$ cat src/rtl/fft_io_sequencer_pkg.sv
// Shared constants and state encoding for the FFT host-side I/O sequencer.
package fft_io_sequencer_pkg;

  // Bank address width; the frame spans four banks of 2**ADDR_W words.
  localparam int unsigned ADDR_W = 9;
  localparam int unsigned N_PTS  = 4 * (2 ** ADDR_W);
  localparam int unsigned CNT_W  = ADDR_W + 2;

  typedef enum logic [2:0] {
    StIdle   = 3'd0,
    StLoad   = 3'd1,
    StStart  = 3'd2,
    StWait   = 3'd3,
    StUnload = 3'd4
  } state_e;

endpackage

$ cat src/rtl/fft_io_skid_fifo.sv
// Small shift-style skid FIFO; the head entry is a register driving the outputs directly.
module fft_io_skid_fifo #(
  parameter int unsigned Depth = 3,
  parameter int unsigned Width = 18,
  parameter int unsigned CntW  = $clog2(Depth + 1)
) (
  input  logic             clk_i,
  input  logic             rst_ni,
  input  logic             push_i,
  input  logic [Width-1:0] data_i,
  input  logic             pop_i,
  output logic             valid_o,
  output logic [Width-1:0] data_o,
  output logic [CntW-1:0]  count_o
);

  logic [Width-1:0] mem_q [Depth];
  logic [Width-1:0] mem_d [Depth];
  logic [Depth-1:0] vld_q, vld_d;
  logic             placed;

  // Pop shifts toward the head; a push lands in the first free slot after that shift.
  always_comb begin
    mem_d  = mem_q;
    vld_d  = vld_q;
    placed = 1'b0;
    if (pop_i && vld_q[0]) begin
      for (int i = 0; i < int'(Depth) - 1; i++) begin
        mem_d[i] = mem_q[i+1];
        vld_d[i] = vld_q[i+1];
      end
      vld_d[Depth-1] = 1'b0;
    end
    if (push_i) begin
      for (int i = 0; i < int'(Depth); i++) begin
        if (!vld_d[i] && !placed) begin
          mem_d[i] = data_i;
          vld_d[i] = 1'b1;
          placed   = 1'b1;
        end
      end
    end
  end

  // Storage and valid bits.
  always_ff @(posedge clk_i or negedge rst_ni) begin
    if (!rst_ni) begin
      vld_q <= '0;
      for (int i = 0; i < int'(Depth); i++) mem_q[i] <= '0;
    end else begin
      vld_q <= vld_d;
      mem_q <= mem_d;
    end
  end

  assign valid_o = vld_q[0];
  assign data_o  = mem_q[0];
  assign count_o = CntW'($countones(vld_q));

endmodule

$ cat src/rtl/fft_io_sequencer.sv
// Host-side scheduler for the 2048-pt radix-4 FFT core: loads a frame into the four RAM
// banks, starts the core, waits for done and streams the results out with backpressure.
module fft_io_sequencer
  import fft_io_sequencer_pkg::*;
#(
  parameter int unsigned RD_LAT   = 1,
  parameter int unsigned WAIT_MAX = 65535
) (
  input  logic              iCLK,
  input  logic              iRESET,
  input  logic              iS_VALID,
  input  logic [15:0]       iS_DATA,
  output logic              oS_READY,
  output logic              oM_VALID,
  output logic [16:0]       oM_DATA,
  output logic              oM_LAST,
  input  logic              iM_READY,
  output logic              oFFT_START,
  output logic [15:0]       oFFT_DATA,
  output logic [ADDR_W-1:0] oFFT_ADDR_WR_0,
  output logic [ADDR_W-1:0] oFFT_ADDR_WR_1,
  output logic [ADDR_W-1:0] oFFT_ADDR_WR_2,
  output logic [ADDR_W-1:0] oFFT_ADDR_WR_3,
  output logic              oFFT_WE_0,
  output logic              oFFT_WE_1,
  output logic              oFFT_WE_2,
  output logic              oFFT_WE_3,
  output logic [ADDR_W-1:0] oFFT_ADDR_RD_0,
  output logic [ADDR_W-1:0] oFFT_ADDR_RD_1,
  output logic [ADDR_W-1:0] oFFT_ADDR_RD_2,
  output logic [ADDR_W-1:0] oFFT_ADDR_RD_3,
  input  logic [16:0]       iFFT_DATA_RE_0,
  input  logic [16:0]       iFFT_DATA_RE_1,
  input  logic [16:0]       iFFT_DATA_RE_2,
  input  logic [16:0]       iFFT_DATA_RE_3,
  input  logic              iFFT_RDY,
  output logic              oBUSY,
  output logic              oERR
);

  localparam int unsigned Depth = RD_LAT + 2;
  localparam int unsigned FcW   = $clog2(Depth + 1);
  localparam int unsigned TmrW  = $clog2(WAIT_MAX + 1);

  state_e              state_q;
  logic [CNT_W-1:0]    cnt_q;
  logic [TmrW-1:0]     tmr_q;
  logic                s_ready_q, start_q, err_q, rdy_q, rd_done_q;
  logic [3:0]          we_q;
  logic [ADDR_W-1:0]   addr_wr_q;
  logic [15:0]         data_q;
  // Read pipeline: valid, bank select and last marker aligned with the RAM latency.
  logic [RD_LAT-1:0]   pv_q, pl_q;
  logic [1:0]          pb_q [RD_LAT];

  logic                accept, rdy_rise, last_idx, can_issue, pop, done_pop;
  logic                fifo_valid;
  logic [17:0]         fifo_data;
  logic [FcW-1:0]      fifo_cnt;
  logic [16:0]         rd_mux;
  int                  inflight;

  assign accept   = iS_VALID & s_ready_q;
  assign rdy_rise = iFFT_RDY & ~rdy_q;
  assign last_idx = (cnt_q == CNT_W'(N_PTS - 1));
  assign pop      = fifo_valid & iM_READY;
  assign done_pop = pop & fifo_data[17];

  // Issue a read only when the FIFO is guaranteed room for it once it lands.
  always_comb begin
    inflight  = $countones(pv_q);
    can_issue = (state_q == StUnload) && !rd_done_q &&
                ((int'(fifo_cnt) + inflight) < int'(Depth));
  end

  // Select the bank whose data is returning this cycle.
  always_comb begin
    rd_mux = '0;
    unique case (pb_q[RD_LAT-1])
      2'd0: rd_mux = iFFT_DATA_RE_0;
      2'd1: rd_mux = iFFT_DATA_RE_1;
      2'd2: rd_mux = iFFT_DATA_RE_2;
      2'd3: rd_mux = iFFT_DATA_RE_3;
    endcase
  end

  // Main FSM with registered write port, start/err pulses and read pipeline.
  always_ff @(posedge iCLK or negedge iRESET) begin
    if (!iRESET) begin
      state_q   <= StIdle;
      cnt_q     <= '0;
      tmr_q     <= '0;
      s_ready_q <= 1'b0;
      start_q   <= 1'b0;
      err_q     <= 1'b0;
      rdy_q     <= 1'b0;
      rd_done_q <= 1'b0;
      we_q      <= '0;
      addr_wr_q <= '0;
      data_q    <= '0;
      pv_q      <= '0;
      pl_q      <= '0;
      for (int i = 0; i < int'(RD_LAT); i++) pb_q[i] <= '0;
    end else begin
      start_q <= 1'b0;
      err_q   <= 1'b0;
      we_q    <= '0;
      rdy_q   <= iFFT_RDY;
      pv_q[0] <= can_issue;
      pb_q[0] <= cnt_q[1:0];
      pl_q[0] <= last_idx;
      for (int i = 1; i < int'(RD_LAT); i++) begin
        pv_q[i] <= pv_q[i-1];
        pb_q[i] <= pb_q[i-1];
        pl_q[i] <= pl_q[i-1];
      end
      unique case (state_q)
        StIdle, StLoad: begin
          s_ready_q <= 1'b1;
          if (accept) begin
            we_q      <= 4'b0001 << cnt_q[1:0];
            addr_wr_q <= cnt_q[CNT_W-1:2];
            data_q    <= iS_DATA;
            cnt_q     <= cnt_q + CNT_W'(1);
            if (last_idx) begin
              s_ready_q <= 1'b0;
              tmr_q     <= '0;
              state_q   <= StStart;
            end else begin
              state_q <= StLoad;
            end
          end
        end
        StStart: begin
          // First cycle lets the last write commit; second issues the start pulse.
          if (tmr_q == '0) begin
            tmr_q <= TmrW'(1);
          end else begin
            tmr_q   <= '0;
            start_q <= 1'b1;
            state_q <= StWait;
          end
        end
        StWait: begin
          if (rdy_rise) begin
            tmr_q     <= '0;
            rd_done_q <= 1'b0;
            state_q   <= StUnload;
          end else if (tmr_q == TmrW'(WAIT_MAX - 1)) begin
            tmr_q     <= '0;
            err_q     <= 1'b1;
            s_ready_q <= 1'b1;
            state_q   <= StIdle;
          end else begin
            tmr_q <= tmr_q + TmrW'(1);
          end
        end
        StUnload: begin
          if (can_issue) begin
            cnt_q <= cnt_q + CNT_W'(1);
            if (last_idx) rd_done_q <= 1'b1;
          end
          if (done_pop) begin
            s_ready_q <= 1'b1;
            state_q   <= StIdle;
          end
        end
        default: state_q <= StIdle;
      endcase
    end
  end

  fft_io_skid_fifo #(
    .Depth (Depth),
    .Width (18),
    .CntW  (FcW)
  ) u_skid (
    .clk_i   (iCLK),
    .rst_ni  (iRESET),
    .push_i  (pv_q[RD_LAT-1]),
    .data_i  ({pl_q[RD_LAT-1], rd_mux}),
    .pop_i   (pop),
    .valid_o (fifo_valid),
    .data_o  (fifo_data),
    .count_o (fifo_cnt)
  );

  assign oS_READY       = s_ready_q;
  assign oM_VALID       = fifo_valid;
  assign oM_DATA        = fifo_data[16:0];
  assign oM_LAST        = fifo_data[17];
  assign oFFT_START     = start_q;
  assign oFFT_DATA      = data_q;
  assign oFFT_ADDR_WR_0 = addr_wr_q;
  assign oFFT_ADDR_WR_1 = addr_wr_q;
  assign oFFT_ADDR_WR_2 = addr_wr_q;
  assign oFFT_ADDR_WR_3 = addr_wr_q;
  assign oFFT_WE_0      = we_q[0];
  assign oFFT_WE_1      = we_q[1];
  assign oFFT_WE_2      = we_q[2];
  assign oFFT_WE_3      = we_q[3];
  assign oFFT_ADDR_RD_0 = cnt_q[CNT_W-1:2];
  assign oFFT_ADDR_RD_1 = cnt_q[CNT_W-1:2];
  assign oFFT_ADDR_RD_2 = cnt_q[CNT_W-1:2];
  assign oFFT_ADDR_RD_3 = cnt_q[CNT_W-1:2];
  assign oBUSY          = (state_q != StIdle) || (cnt_q != '0);
  assign oERR           = err_q;

endmodule

$ cat config.mk
export PLATFORM = sky130hd
export DESIGN_NAME = fft_io_sequencer
export DESIGN_NICKNAME = d
export VERILOG_FILES = /design/src/rtl/fft_io_sequencer_pkg.sv /design/src/rtl/fft_io_skid_fifo.sv /design/src/rtl/fft_io_sequencer.sv
export SDC_FILE = /design/constraint.sdc
export NUM_CORES = 1
export LEC_CHECK = 0
export BUFFER_PORTS_ARGS = -buffer_cell sky130_fd_sc_hd__clkbuf_2
export CORE_AREA = 2 2 115 117
export CTS_CLUSTER_SIZE = 28
export DETAILED_ROUTE_END_ITERATION = 16
export DIE_AREA = 0 0 117 119
export PLACE_DENSITY_LB_ADDON = 0.08
export SLEW_MARGIN = 25
export SYNTH_ARGS = -nofsm -noshare
export SYNTH_HDL_FRONTEND = slang
export SYNTH_HIERARCHICAL = 1
export SYNTH_SLANG_ARGS = --single-unit
$ cat constraint.sdc
create_clock -name iCLK -period 5.4 [get_ports iCLK]
set_clock_uncertainty 0.2 [all_clocks]
set_input_delay 1.08 -clock iCLK [delete_from_list [all_inputs] [get_ports iCLK]]
set_output_delay 1.08 -clock iCLK [all_outputs]
set_load 0.01 [all_outputs]
==> results of run 1 <==
## per-stage QoR
stage                     area, sq um  util (%)
after global placement           7560      58.7
final                            8110      63.0
after detailed placement         7560      58.7
after global routing             8110      63.0
after floorplan                  7060         -
after CTS                        8110      63.0
## sequential cells by signal, indices dropped and copies added, names as in the netlist
name            cells
oS_READY            1
oFFT_DATA          16
pb_q                2
oFFT_ADDR_WR_0      9
we_q                4
pv_q                1
rd_done_q           1
state_q             3
cnt_q              11
rdy_q               1
u_skid/data_o      18
oFFT_START          1
oERR                1
u_skid/mem_q       36
u_skid/vld_q        3
tmr_q              16
pl_q                1
## synth_stat cells, types with 5 or more instances
master                     number  area (sq um)
sky130_fd_sc_hd__o21ai_0        7          35.0
sky130_fd_sc_hd__nand2_1       12          45.0
sky130_fd_sc_hd__ha_1           9           113
sky130_fd_sc_hd__o21a_1         5          37.5
sky130_fd_sc_hd__mux2_1         5          56.3
sky130_fd_sc_hd__dfrtp_1      125          3130
sky130_fd_sc_hd__mux2_4        30           450
sky130_fd_sc_hd__inv_1         11          41.3
sky130_fd_sc_hd__nor2_1        10          37.5
sky130_fd_sc_hd__nor3_1        16          80.1
sky130_fd_sc_hd__a21oi_1        7          35.0
sky130_fd_sc_hd__mux2_2        81           912
sky130_fd_sc_hd__and2_1         9          56.3
sky130_fd_sc_hd__o311ai_0       5          43.8
sky130_fd_sc_hd__clkbuf_1       7          26.3
sky130_fd_sc_hd__buf_4         82           616
sky130_fd_sc_hd__buf_2          8          40.0
sky130_fd_sc_hd__mux4_2        17           383
sky130_fd_sc_hd__nor4_1         9          56.3
sky130_fd_sc_hd__nand3_1       10          50.1
sky130_fd_sc_hd__xor2_1         8          70.1
sky130_fd_sc_hd__buf_6          7          78.8
## logic make-up (layout without fill, tap and decap cells)
| kind of cell | count (synthesis) | after routing | share of synthesized area [%] |
|---|---|---|---|
| AOI/OAI and AO/OA | 48 | 48 | 5.26 |
| DFF | 125 | 125 | 44.3 |
| xor gates and xnor gates | 11 | 11 | 1.36 |
| adders and majority gates | 10 | 10 | 1.88 |
| muxes | 133 | 133 | 25.5 |
| and+or+nand+nor | 110 | 110 | 10.0 |
| buffers and inverters | 117 | 250 | 11.7 |
## metal layers
metal  global-route usage, %  vias up
met2                    33.5      146
met3                    5.29       12
met5                       0        -
met4                    7.28        0
li1                        -     2184
met1                    27.8     2344
## worst max-delay path: cells and delay by family, from the launching register on
family                   cells  cell delay (ns)
AO/OA/AOI/OAI                2             0.68
XOR/XNOR                     1             0.18
adder cells (fa/ha/maj)      3             0.97
flip-flops                   1             0.65
AND/OR/NAND/NOR              1             0.42
## final timing paths
kind,slack (ns),cells past startpoint,end
min reg2reg,0.28,0,pb_q[1]
max reg2reg,2.22,7,cnt_q[6]
max,2.22,7,cnt_q[6]
min,0.28,0,pb_q[1]
min in group asynchronous,0.44,1,u_skid/mem_q[13]
max in group asynchronous,3.55,2,oFFT_DATA[10]
## where the power goes
group          total (uW)  internal (uW)  switching [uW]
Sequential           1450           1200             256
Combinational        1490            892             599
Clock                1060            664             392
Total                4000           2750            1250
## final cells by class
type | count | area (sq um) | share of cell area, %
well taps | 176 | 220 | 2.71
multi-input cells | 312 | 3130 | 38.5
clock buffers | 25 | 485 | 5.98
flip-flops and latches | 125 | 3130 | 38.6
inverters | 11 | 41.3 | 0.509
repair buffers | 207 | 1050 | 12.9
clock inverters | 7 | 62.6 | 0.771
==> flow_summary_export.csv, run 1 <==
group,metric,value,unit
outcome,status,"completed",
cts,clock_insertion_delay_worst_skew,0.42,ns
die,start_util,54.9,%
detailed_routing,drtAntennaViolNets,0,
detailed_routing,routed-via-count,4686,
cts,clock_tree.htree_level_count,4,
detailed_routing,wl_met2,7.19,mm
timing,final_critical_path_setup_slack,2.22,ns
min_path,hold_path.class,"flop to flop",
yosys,synth_async_sr_flop_share,100,%
yosys,syn_std_cell_area,7060,sq um
worst_setup_path,path_common_cell,"sky130_fd_sc_hd__ha_1",
min_path,min_from,"cnt_q[1]",
yosys,synth_enable_flop_cells,0,
pwr,power.density_cell_area,493,nW/um^2
detailed_routing,drt-met1-wl,6.13,mm
die,floorplan.die.height,119,um
layout,area_growth_syn_to_layout,14.8,%
yosys,syn_area_cell,12.8,sq um
worst_setup_path,crit_path_end_kind,"flop",
layout,leading_cell_type_in_the_layout_fill_and_taps_excluded,"sky130_fd_sc_hd__clkbuf_2",
pwr,post-layout-total-power,4000,uW
detailed_routing,met3_wl,710,um
worst_setup_path,crit_start,"u_skid/vld_q[0]",
cts,post-cts-setup-buffers,0,
layout,most_frequent_cells_in_the_layout,"sky130_fd_sc_hd__clkbuf_2 (202), sky130_fd_sc_hd__dfrtp_1 (124), sky130_fd_sc_hd__mux2_2 (81), sky130_fd_sc_hd__mux2_4 (30)",
cts,tritoncts,"yes",
detailed_routing,via_density_per_instance,5.43,
cts,root_buffer,"sky130_fd_sc_hd__clkbuf_16",
cts,cts_buffer_depth,2,
cts,cts_hold_repair.buffers,0,
worst_setup_path,path_max_fanout,12,
detailed_routing,drt-wirelength-per-cell,16.4,um
worst_setup_path,path_cells,"fa_1, ha_1, ha_1, a211oi_1, a31oi_2, nor4b_1, xor2_1",
yosys,post_synth_net_total,653,
placement,pre_cts_ws,2.26,ns
timing,worst_hold_slack,0.279,ns
detailed_routing,first_iter_violations,255,
cts,clock_net_sink_count,125,
detailed_routing,top_signal_layer_used,"met4",
timing,final_max_slew_viol_count,0,
placement,place.detailed.instances,830,
global_routing,grt_pass1_vias,4600,
yosys,synth_cell_types,63,
layout,num-fill-cells,1033,
placement,place_hpwl,9.92,mm
yosys,number_of_register_bits_inferred_by_synthesis,125,
die,design.die.area,13900,sq um
timing,finalHoldViolCount,0,
worst_setup_path,cp_data_required_time,5.54,ns
worst_setup_path,crit_path_top_delay_cell,"sky130_fd_sc_hd__dfrtp_1",
die,die_width,117,um
placement,gpl.final_weighted_congestion,0.816,
yosys,synth-warning-count,6,
worst_setup_path,crit-reg2reg-launch,"u_skid/vld_q[0]",
timing,tightestPinTransition,0.938,ns
flow_run,max_cap_violations,0,
pwr,worst_ir_drop_vdd,238,uV
worst_setup_path,crit_arrival,3.32,ns
worst_setup_path,worstSetupPathType,"flop to flop",
detailed_routing,drc,0,
detailed_routing,postRouteWirelength,14.2,mm
global_routing,first_pass_grt_wire_length,22.8,mm
worst_setup_path,critical-path-max-stage-delay,0.65,ns
die,rows,42,
die,core,12900,sq um
timing,maxSlewHeadroom,37.5,%
timing,clock.fmax,315,MHz
global_routing,grt_remaining_overflow,0,
layout,nets,773,
timing,finalSetupViolations,0,
timing,layout_min_cycle_time,3.18,ns
yosys,syn_inst_count,554,
global_routing,grt_use_total,21.0,%
placement,placement.io_buffers,203,
layout,final_layout_size_suffix_gt1_share,54.3,%
global_routing,antenna_violations_before_repair,0,
timing,total_negative_setup_slack,0,ns
detailed_routing,drt_first_pass_iters,5,
pwr,p_leak,0.00404,uW
timing,rsz0062_at_grt,"no",
cts,cts-resized-gates,0,
cts,clkTransAtPathRegs,0.05,ns
timing,min_period_over_period,58.8,%
worst_setup_path,crit_path_start_kind,"flop",
yosys,synth_seq_area_share,44.3,%
layout,num_antenna_cells,0,
die,floorplan.io_pins,204,
layout,layout.cells.non_filler,863,
yosys,synth_top_flop_cell,"sky130_fd_sc_hd__dfrtp_1",
global_routing,grt_max_degree,46,
cts,number_of_buffers_inserted_during_clock_tree_synthesis,17,
Note: power is estimated with default switching activity, not from simulation.
==> inputs of run 2 (changes only) <==
Settings changed: ABC_AREA set to 1, CORE_AREA 2 2 115 117 to 2 2 127 129, DIE_AREA 0 0 117 119 to 0 0 129 131.
Clock period 5.4 ns to 2.9 ns, I/O delays scaled along.
==> flow_summary_export.csv, run 2 <==
group,metric,value,unit
outcome,status,"completed",
worst_setup_path,path_max_fanout,7,
yosys,synth_seq_area_share,42.8,%
detailed_routing,drc,0,
yosys,syn_area_cell,7.45,sq um
layout,largest_register,"u_skid/mem_q",
die,floorplan.io_pins,204,
layout,final_layout_size_suffix_gt1_share,24.0,%
die,core,15600,sq um
cts,clock_insertion_delay_worst_skew,0.42,ns
yosys,synthAdderAreaFrac,1.81,%
timing,maxSlewHeadroom,60.1,%
cts,post-cts-setup-buffers,0,
yosys,synth_most_common_cell,"sky130_fd_sc_hd__nand2_1",
yosys,post_synth_net_total,1080,
global_routing,first_pass_grt_wire_length,29.0,mm
worst_setup_path,worstSetupPathType,"flop to primary output",
yosys,synthTopCellsByCount,"sky130_fd_sc_hd__nand2_1 (373), sky130_fd_sc_hd__dfrtp_1 (125), sky130_fd_sc_hd__buf_4 (88)",
yosys,netlist.top_cell.by_area,"sky130_fd_sc_hd__dfrtp_1",
die,rows,46,
layout,num_antenna_cells,0,
placement,place.detailed.instances,1298,
yosys,compound_gate_portion_of_the_synthesized_area,4.42,%
worst_setup_path,crit_path_end_kind,"primary output",
flow_run,max_cap_violations,0,
detailed_routing,via_density_per_instance,4.83,
yosys,synth_cell_types,32,
global_routing,grt_max_degree,65,
detailed_routing,drtAntennaViolNets,0,
layout,nets,1201,
worst_setup_path,crit_path_start_kind,"flop",
worst_setup_path,crit_arrival,1.76,ns
die,die_width,129,um
timing,total_negative_setup_slack,0,ns
die,start_util,46.9,%
yosys,post_synth_and_or_nand_nor_area_fraction,33.8,%
global_routing,grt_pass1_vias,5772,
yosys,yosysTopAreaCellShare,42.8,%
yosys,synth_async_sr_flop_share,100,%
global_routing,antenna_violations_before_repair,0,
timing,final_max_slew_viol_count,0,
yosys,synth_enable_flop_cells,0,
layout,leading_cell_type_in_the_layout_fill_and_taps_excluded,"sky130_fd_sc_hd__nand2_1",
layout,layout.cells.non_filler,1331,
layout,area_growth_syn_to_layout,17.0,%
die,design.die.area,16900,sq um
timing,min_period_over_period,87.6,%
cts,clock_tree.htree_level_count,4,
detailed_routing,drt-wirelength-per-cell,13.6,um
detailed_routing,drt_first_pass_iters,4,
cts,cts-resized-gates,0,
yosys,syn_inst_count,981,
pwr,worst_ir_drop_vdd,517,uV
timing,layout_min_cycle_time,2.54,ns
timing,clock.fmax,394,MHz
cts,clkTransAtPathRegs,0.06,ns
yosys,number_of_register_bits_inferred_by_synthesis,125,
placement,dpl-instance-area,7890,sq um
placement,gpl.final_weighted_congestion,0.942,
layout,most_frequent_cells_in_the_layout,"sky130_fd_sc_hd__nand2_1 (373), sky130_fd_sc_hd__clkbuf_2 (202), sky130_fd_sc_hd__dfrtp_1 (125), sky130_fd_sc_hd__inv_1 (76), sky130_fd_sc_hd__nand3_1 (68)",
detailed_routing,routed-via-count,6431,
min_path,hold_path.class,"primary input to flop",
timing,finalSetupViolations,0,
placement,placement.io_buffers,203,
yosys,post_synth_mux_area_share,0,%
layout,final_cell_area,8550,sq um
yosys,synthTopCellsByArea,"sky130_fd_sc_hd__dfrtp_1 (43%), sky130_fd_sc_hd__nand2_1 (19%), sky130_fd_sc_hd__buf_4 (9.0%)",
placement,place_hpwl,12.8,mm
detailed_routing,first_iter_violations,429,
cts,cts_hold_repair.buffers,1,
cts,root_buffer,"sky130_fd_sc_hd__clkbuf_16",
detailed_routing,postRouteWirelength,18.1,mm
global_routing,grt_use_total,21.9,%
yosys,synth_xor_area_share,1.32,%
yosys,synth-warning-count,6,
yosys,syn_std_cell_area,7310,sq um
cts,number_of_buffers_inserted_during_clock_tree_synthesis,17,
cts,tritoncts,"yes",
die,floorplan.die.height,131,um
pwr,power.density_cell_area,887,nW/um^2
yosys,combinational_family_with_the_most_area_after_synthesis,"simple AND/OR/NAND/NOR gates",
timing,rsz0062_at_grt,"no",
global_routing,grt_remaining_overflow,0,
pwr,p_leak,0.00470,uW
cts,cts_buffer_depth,2,
yosys,synth_top_flop_cell,"sky130_fd_sc_hd__dfrtp_1",
timing,tightestPinTransition,0.594,ns
worst_setup_path,cp_data_required_time,2.12,ns
cts,clock_net_sink_count,125,
layout,largest_register_ffs,36,
timing,finalHoldViolCount,0,
-- run 2: path summary, 6_finish.rpt --
path / start / endpoint / slack, ns / depth (start not counted)
min reg2reg: u_skid/mem_q[6] / u_skid/mem_q[6] / 0.27 / 2
max: cnt_q[5] / oBUSY / 0.36 / 5
max in group asynchronous: iRESET / oFFT_DATA[7] / 1.61 / 3
max reg2reg: u_skid/vld_q[0] / cnt_q[6] / 0.46 / 10
min in group asynchronous: iRESET / u_skid/data_o[0] / 0.33 / 2
min: iFFT_RDY / rdy_q / 0.08 / 1
-- run 2: critical path, cell delays in order (launching register included) --
cell	delay [ns]
sky130_fd_sc_hd__dfrtp_1	0.43
sky130_fd_sc_hd__inv_1	0.19
sky130_fd_sc_hd__nand4_1	0.13
sky130_fd_sc_hd__nor4_1	0.26
sky130_fd_sc_hd__nand4_1	0.17
sky130_fd_sc_hd__clkbuf_2	0.17
-- run 2: metrics by stage --
step	setup WS, ns	utilization [%]	hold WS (ns)	power, uW
3_5_place_dp	0.464	50.6	0.220	5290
3_3_place_gp	0.511	50.6	0.220	5250
5_1_grt	0.243	54.8	0.0705	8130
2_1_floorplan	0.490	-	0.0844	4750
4_1_cts	0.292	54.8	0.0672	7670
6_report	0.359	54.8	0.0819	7590
-- run 2: cell type report --
type                            instances  area, sq um
Clock inverter                         10          186
Timing Repair Buffer                  219         1170
Tap cell                              216          270
Fill cell                            1557         7040
Clock buffer                           22          464
Multi-Input combinational cell        656         3020
Sequential cell                       125         3130
Inverter                               83          319
-- run 2: per-layer routing --
metal / GRT usage [%] / part of all wire (%) / vias to the layer above
li1: - / - / 3285
met1: 28.5 / 45 / 2961
met2: 36.5 / 48 / 167
met5: 0 / 0 / -
met3: 4.60 / 5.0 / 18
met4: 7.67 / 1.6 / 0
-- run 2: power by group --
part | total, uW | internal (uW) | leakage, uW | switching [uW]
Sequential | 2450 | 2150 | 0.00160 | 309
Clock | 2340 | 1570 | 0.000307 | 774
Combinational | 2790 | 915 | 0.00279 | 1880
-- run 2: cells by family after synthesis --
family,after synthesis
AND/OR/NAND/NOR,571
buffers and inverters,200
AO/OA/AOI/OAI,64
XOR/XNOR,11
flip-flops,125
adder cells (fa/ha/maj),10
